## src/rtl/updn_pkg.sv

```systemverilog
// Shared constants for the parameterised up/down counter: mode encodings
// and the legal range of the WIDTH parameter.
package updn_pkg;
  localparam int MODE_WRAP = 0;
  localparam int MODE_SAT  = 1;
  localparam int WIDTH_MIN = 2;
  localparam int WIDTH_MAX = 32;
endpackage

```

## src/rtl/updn_next_calc.sv

```systemverilog
// Pure combinational next-count and wrap/saturate event logic for one
// enabled cycle. It uses WIDTH+1 bit arithmetic, so sums never overflow.
module updn_next_calc
  import updn_pkg::*;
#(
  parameter int WIDTH    = 3,
  parameter int SAT_MODE = MODE_WRAP
) (
  input  logic [WIDTH-1:0] count,
  input  logic [WIDTH-1:0] step,
  input  logic [WIDTH-1:0] limit,
  input  logic             up,
  output logic [WIDTH-1:0] nxt,
  output logic             evt,
  output logic             step_err
);
  localparam bit             SAT = (SAT_MODE == MODE_SAT);
  localparam logic [WIDTH:0] ONE = (WIDTH+1)'(1);

  logic [WIDTH:0] c_x, s_x, l_x, sum, wrap_up, wrap_dn;

  assign c_x     = {1'b0, count};
  assign s_x     = {1'b0, step};
  assign l_x     = {1'b0, limit};
  assign sum     = c_x + s_x;
  assign wrap_up = sum - l_x - ONE;
  assign wrap_dn = c_x + l_x + ONE - s_x;

  always_comb begin
    nxt      = count;
    evt      = 1'b0;
    step_err = 1'b0;
    if (step > limit) begin
      step_err = 1'b1;
    end else if (count > limit) begin
      // limit was lowered beneath the current count: snap back into range
      nxt = SAT ? limit : '0;
      evt = 1'b1;
    end else if (step != '0) begin
      if (up) begin
        if (sum <= l_x) begin
          nxt = sum[WIDTH-1:0];
        end else begin
          nxt = SAT ? limit : wrap_up[WIDTH-1:0];
          evt = 1'b1;
        end
      end else begin
        if (count >= step) begin
          nxt = count - step;
        end else begin
          nxt = SAT ? '0 : wrap_dn[WIDTH-1:0];
          evt = 1'b1;
        end
      end
    end
  end
endmodule

```

## src/rtl/param_updn_counter.sv

```systemverilog
// Up/down counter over 0..limit with a programmable step, a load that takes
// priority over counting, a one-cycle wrap pulse and a sticky step error.
module param_updn_counter
  import updn_pkg::*;
#(
  parameter int WIDTH    = 3,
  parameter int SAT_MODE = MODE_WRAP
) (
  input  logic             clk,
  input  logic             rst,
  input  logic             en,
  input  logic             up,
  input  logic [WIDTH-1:0] step,
  input  logic [WIDTH-1:0] limit,
  input  logic             load,
  input  logic [WIDTH-1:0] load_val,
  input  logic             clr_err,
  output logic [WIDTH-1:0] count,
  output logic             wrap,
  output logic             at_max,
  output logic             at_min,
  output logic             err
);
  logic [WIDTH-1:0] nxt;
  logic             evt;
  logic             step_err;
  logic             new_err;

  updn_next_calc #(.WIDTH(WIDTH), .SAT_MODE(SAT_MODE)) u_calc (
    .count    (count),
    .step     (step),
    .limit    (limit),
    .up       (up),
    .nxt      (nxt),
    .evt      (evt),
    .step_err (step_err)
  );

  // an illegal step only matters when it would actually be applied
  assign new_err = en & ~load & step_err;
  assign at_max  = (count == limit);
  assign at_min  = (count == '0);

  always_ff @(posedge clk or posedge rst) begin
    if (rst) begin
      count <= '0;
      wrap  <= 1'b0;
      err   <= 1'b0;
    end else begin
      wrap <= 1'b0;
      if (load) begin
        count <= (load_val > limit) ? limit : load_val;
      end else if (en) begin
        count <= nxt;
        wrap  <= evt;
      end
      err <= new_err | (err & ~clr_err);
    end
  end
endmodule

```

## config.mk

```make
export PLATFORM = sky130hd
export DESIGN_NAME = param_updn_counter
export DESIGN_NICKNAME = d
export VERILOG_FILES = /design/src/rtl/updn_pkg.sv /design/src/rtl/updn_next_calc.sv /design/src/rtl/param_updn_counter.sv
export SDC_FILE = /design/constraint.sdc
export NUM_CORES = 1
export LEC_CHECK = 0
export ABC_AREA = 1
export BUFFER_PORTS_ARGS = -buffer_cell sky130_fd_sc_hd__buf_4
export CAP_MARGIN = 20
export CELL_PAD_IN_SITES_DETAIL_PLACEMENT = 0
export CELL_PAD_IN_SITES_GLOBAL_PLACEMENT = 1
export CORE_UTILIZATION = 30
export DETAILED_ROUTE_END_ITERATION = 10
export PLACE_DENSITY = 0.69
export SETUP_SLACK_MARGIN = 0.3
export SLEW_MARGIN = 40
export SYNTH_ARGS = -nofsm -noshare
export SYNTH_HDL_FRONTEND = slang
export SYNTH_HIERARCHICAL = 1
export SYNTH_SLANG_ARGS = --single-unit
```

## constraint.sdc

```tcl
create_clock -name clk -period 3.2 [get_ports clk]
set_clock_uncertainty 0.2 [all_clocks]
set_input_delay 0.64 -clock clk [delete_from_list [all_inputs] [get_ports clk]]
set_output_delay 0.64 -clock clk [all_outputs]
set_load 0.01 [all_outputs]
```

==> metrics.md <==
| Metric | Value |
|---|---|
| Min Tclk post-route | between 2000 and 3000 ps |
| Antenna Cells | 0 |
| Async SR Flop Fraction | 100% |
| Number of DRC markers in iteration 0 | between 40 and 50 |
| Vias per inst | roughly 4.6 |
| WS Path Type | input pin to flop |
| Die width | around 66 um |
| GR Util All Layers | roughly 15% |
| Number of core rows | 22 |
| Post-Route WL | 3030 um |
| Uppermost layer routed | met3 |
| First-pass GRT wire length | between 5000 and 6000 um |
| Syn Inst Count | 179 |
| Most used cell, CP | nand2_1 |
| Design area | ~1600 um2 |
| Outcome | finished clean |
| Crit-path max FO | 3 |
| Num CTS Buffers | 3 |
| CTS H-tree depth | 1 |
| Worst hold margin | between 100 and 150 ps |
| Clock Sinks | 5 |
| Setup crit end kind | flop |
| Largest net degree at the start of global routing | 12 |
| Worst Path Buf+Inv | 2 |
| Placed insts | ~250 |
| IO Port Bufs | 21 |
| Post-DP HPWL | between 2000 and 3000 um |
| Top delay family on crit path | adder cells |
| WP data required | just over 3000 ps |
| Io pins | 22 |
| Vias in the first global route | roughly 1.1k |
| Largest family of logic cells by synthesized area | simple AND/OR/NAND/NOR gates |
| Synth Area in Compound Gates | between 9 and 10% |
| Core footprint | about 3800 um2 |
| CP startpoint kind | input pin |
| Root Buffer | clkbuf_8 |
| RSZ-0062 raised after global routing | true |
| Cts hold-fix bufs | 0 |
| Synthesized area | ~1200 um2 |
| Wirelength per Cell | around 12 um |
| Crit-path slowest cell | fa_2 |
| Slowest stage delay, CP | 620 ps |
| Max-Cap Viols | 0 |
| Grt ovf | 0 |
| P per Cell Area | roughly 460 nW/um2 |
| Post-Synth XOR/XNOR Area | 4.24% |
| Final ANT Viol Nets | 0 |
| Seq/Total Area, Yosys | approximately a tenth |
| CTS tree | done |
| Post-Syn Nets | about 220 |
| Die area | ~4400 um2 |
| Worst Path Arrival | approximately 2700 ps |
| Clock buffer depth | 2 |
| Max-slew violations | 0 |
| Hold Crit Class | input pin to async pin |
| Layout area overhead | 31.6% |
| Distinct cells, synth | 28 |
| Synthesized area per cell | ~7 um2 |
| Multiplexer share of the synthesized area | 0% |
| Clk slew on worst S/H paths | about 40 ps |
| Initial antenna violation count | 0 |
| Met3 wire len | ~98 um |
| Peak VDD IR | 0.145 mV |
| Via count | around 1.2k |
| Drt drc | 0 |
| Final Cycle Share | 87.4% |
| Die Ht | 66.3 um |
| Layout net count | around 250 |
| Share of cells above drive strength 1 | between 30 and 40% |
| Final hold viol count | 0 |
| Post-Place Cell Area | between 1000 and 1500 um2 |
| Leak | 0.896 nW |
| F_max | ~360 MHz |
| Post-synthesis simple-gate area fraction | roughly a third |
| Synth Area in Adders | between 20 and 30% |
| EDFF count, synth | 0 |
| Prevailing post-synth register cell | dfrtp_1 |
| Initial Utilization | roughly 33% |
| RePlAce Congestion | approximately 0.83 |
| Synth warn | 6 |
| Wire length on met1 | approximately 1500 um |
| Final setup vio count | 0 |
| Max_slew headroom | between 80% and 90% |
| Finished Layout Cells | 260 |
| #FFs+latches synth | 5 |
| CP cell instances | buf_4, ha_4, fa_2, inv_1, fa_2, xor2_1, nand3_1, nand3_1, nand2_1, nand2_1, nand2_1, o21ai_2, a21oi_2 |
| Clk_lat worst skew | around 220 ps |
| Worst-Margin Slew | between 200 and 250 ps |
| Router iterations before antenna repair | 4 |
| WL met2 | approximately 1400 um |
-- path summary, 6_finish.rpt --
path	startpoint	slack [ps]	cells after the start	end
setup / recovery	step[0]	400	13	count[2]
hold / removal	rst	120	2	err
setup reg to reg	count[0]	500	12	count[2]
hold reg to reg	err	340	2	err
max in group asynchronous	rst	2500	2	wrap
min in group clk	err	340	2	err
-- layer usage --
layer | vias up | global-route usage (%)
met1 | 539 | 20.7
met4 | 0 | 1.60
li1 | 632 | -
met3 | 0 | 2.59
met2 | 20 | 25.4
met5 | - | 0
-- power by group --
part	total [mW]	leakage, nW	switching (mW)	internal [mW]
clock	0.119	0.0228	0.0334	0.0857
combinational	0.545	0.810	0.308	0.236
sequential	0.0828	0.0629	0.00881	0.0740
total	0.747	0.896	0.351	0.396
-- sequential cells by signal, summed over array words and instances, names as in the netlist --
name   flops
err        1
count      3
wrap       1
-- repair_timing --
action,4_1_cts,5_1_grt
cloned,0,0
endpoints found under the setup margin,2,3
pin swaps,0,5
resized for setup,4,11
buffers inserted,0,4
-- area by class of cell --
type	count	area (um2)
Inverter	38	150
Fill cell	394	2170
Sequential cell	5	125
Clock buffer	4	45.0
Tap cell	48	60.1
Timing Repair Buffer	30	225
Multi-Input combinational cell	135	1020
-- cells in the final DEF (no fill, tap or decap), types with 2 or more instances in the layout --
master / netlist / routed
nor3_1: 3 / 3
ha_4: 0 / 3
a21oi_2: 2 / 2
ha_1: 20 / 17
nand2_4: 3 / 3
nand3b_1: 2 / 2
nand2_1: 36 / 34
xor2_1: 5 / 4
fa_2: 0 / 2
inv_1: 29 / 27
nand2_2: 3 / 5
buf_4: 0 / 30
dfrtp_1: 5 / 5
clkbuf_8: 0 / 3
nand3_1: 18 / 16
nand4_1: 2 / 2
fa_1: 5 / 3
o21ai_1: 6 / 6
nand3_2: 3 / 5
a21oi_1: 5 / 5
nor2_1: 13 / 13
inv_2: 7 / 8
a21oi_4: 2 / 2
-- cell usage after synthesis, types with 3 or more instances --
library cell	count	area (um2)
nand2_2	3	18.8
nand2_1	36	135
nor3_1	3	15.0
nand3_1	18	90.1
dfrtp_1	5	125
nor2_1	13	48.8
nand2_4	3	33.8
a21oi_1	5	25.0
o21ai_1	6	30.0
xor2_1	5	43.8
fa_1	5	100
ha_1	20	250
nand3_2	3	30.0
inv_2	7	26.3
inv_1	29	109
-- logic make-up after synthesis --
logic type / Yosys count
compound gates: 18
xor+xnor: 6
fa+ha+maj: 25
buf+inv: 39
flops: 5
simple gates: 86
-- worst register-to-register path, stage by stage, from the launching register on --
cell	delay, ps
dfrtp_1	410
ha_4	190
fa_2	620
inv_1	80
fa_2	360
xor2_1	150
nand3_1	90
nand3_1	80
nand2_1	60
nand2_1	60
nand2_1	60
o21ai_2	150
a21oi_2	70
-- through the flow --
stage          util [%]  total power, mW  worst slack [ps]  setup TNS, ps
2_1_floorplan         -            0.436               320              0
3_3_place_gp       39.0            0.569             -10.9          -10.9
3_5_place_dp       39.0            0.575             -52.0          -52.0
4_1_cts            40.7            0.708               335              0
5_1_grt            42.9            0.835               271              0
6_report           42.9            0.747               403              0
Note: power is estimated with default switching activity, not from simulation.
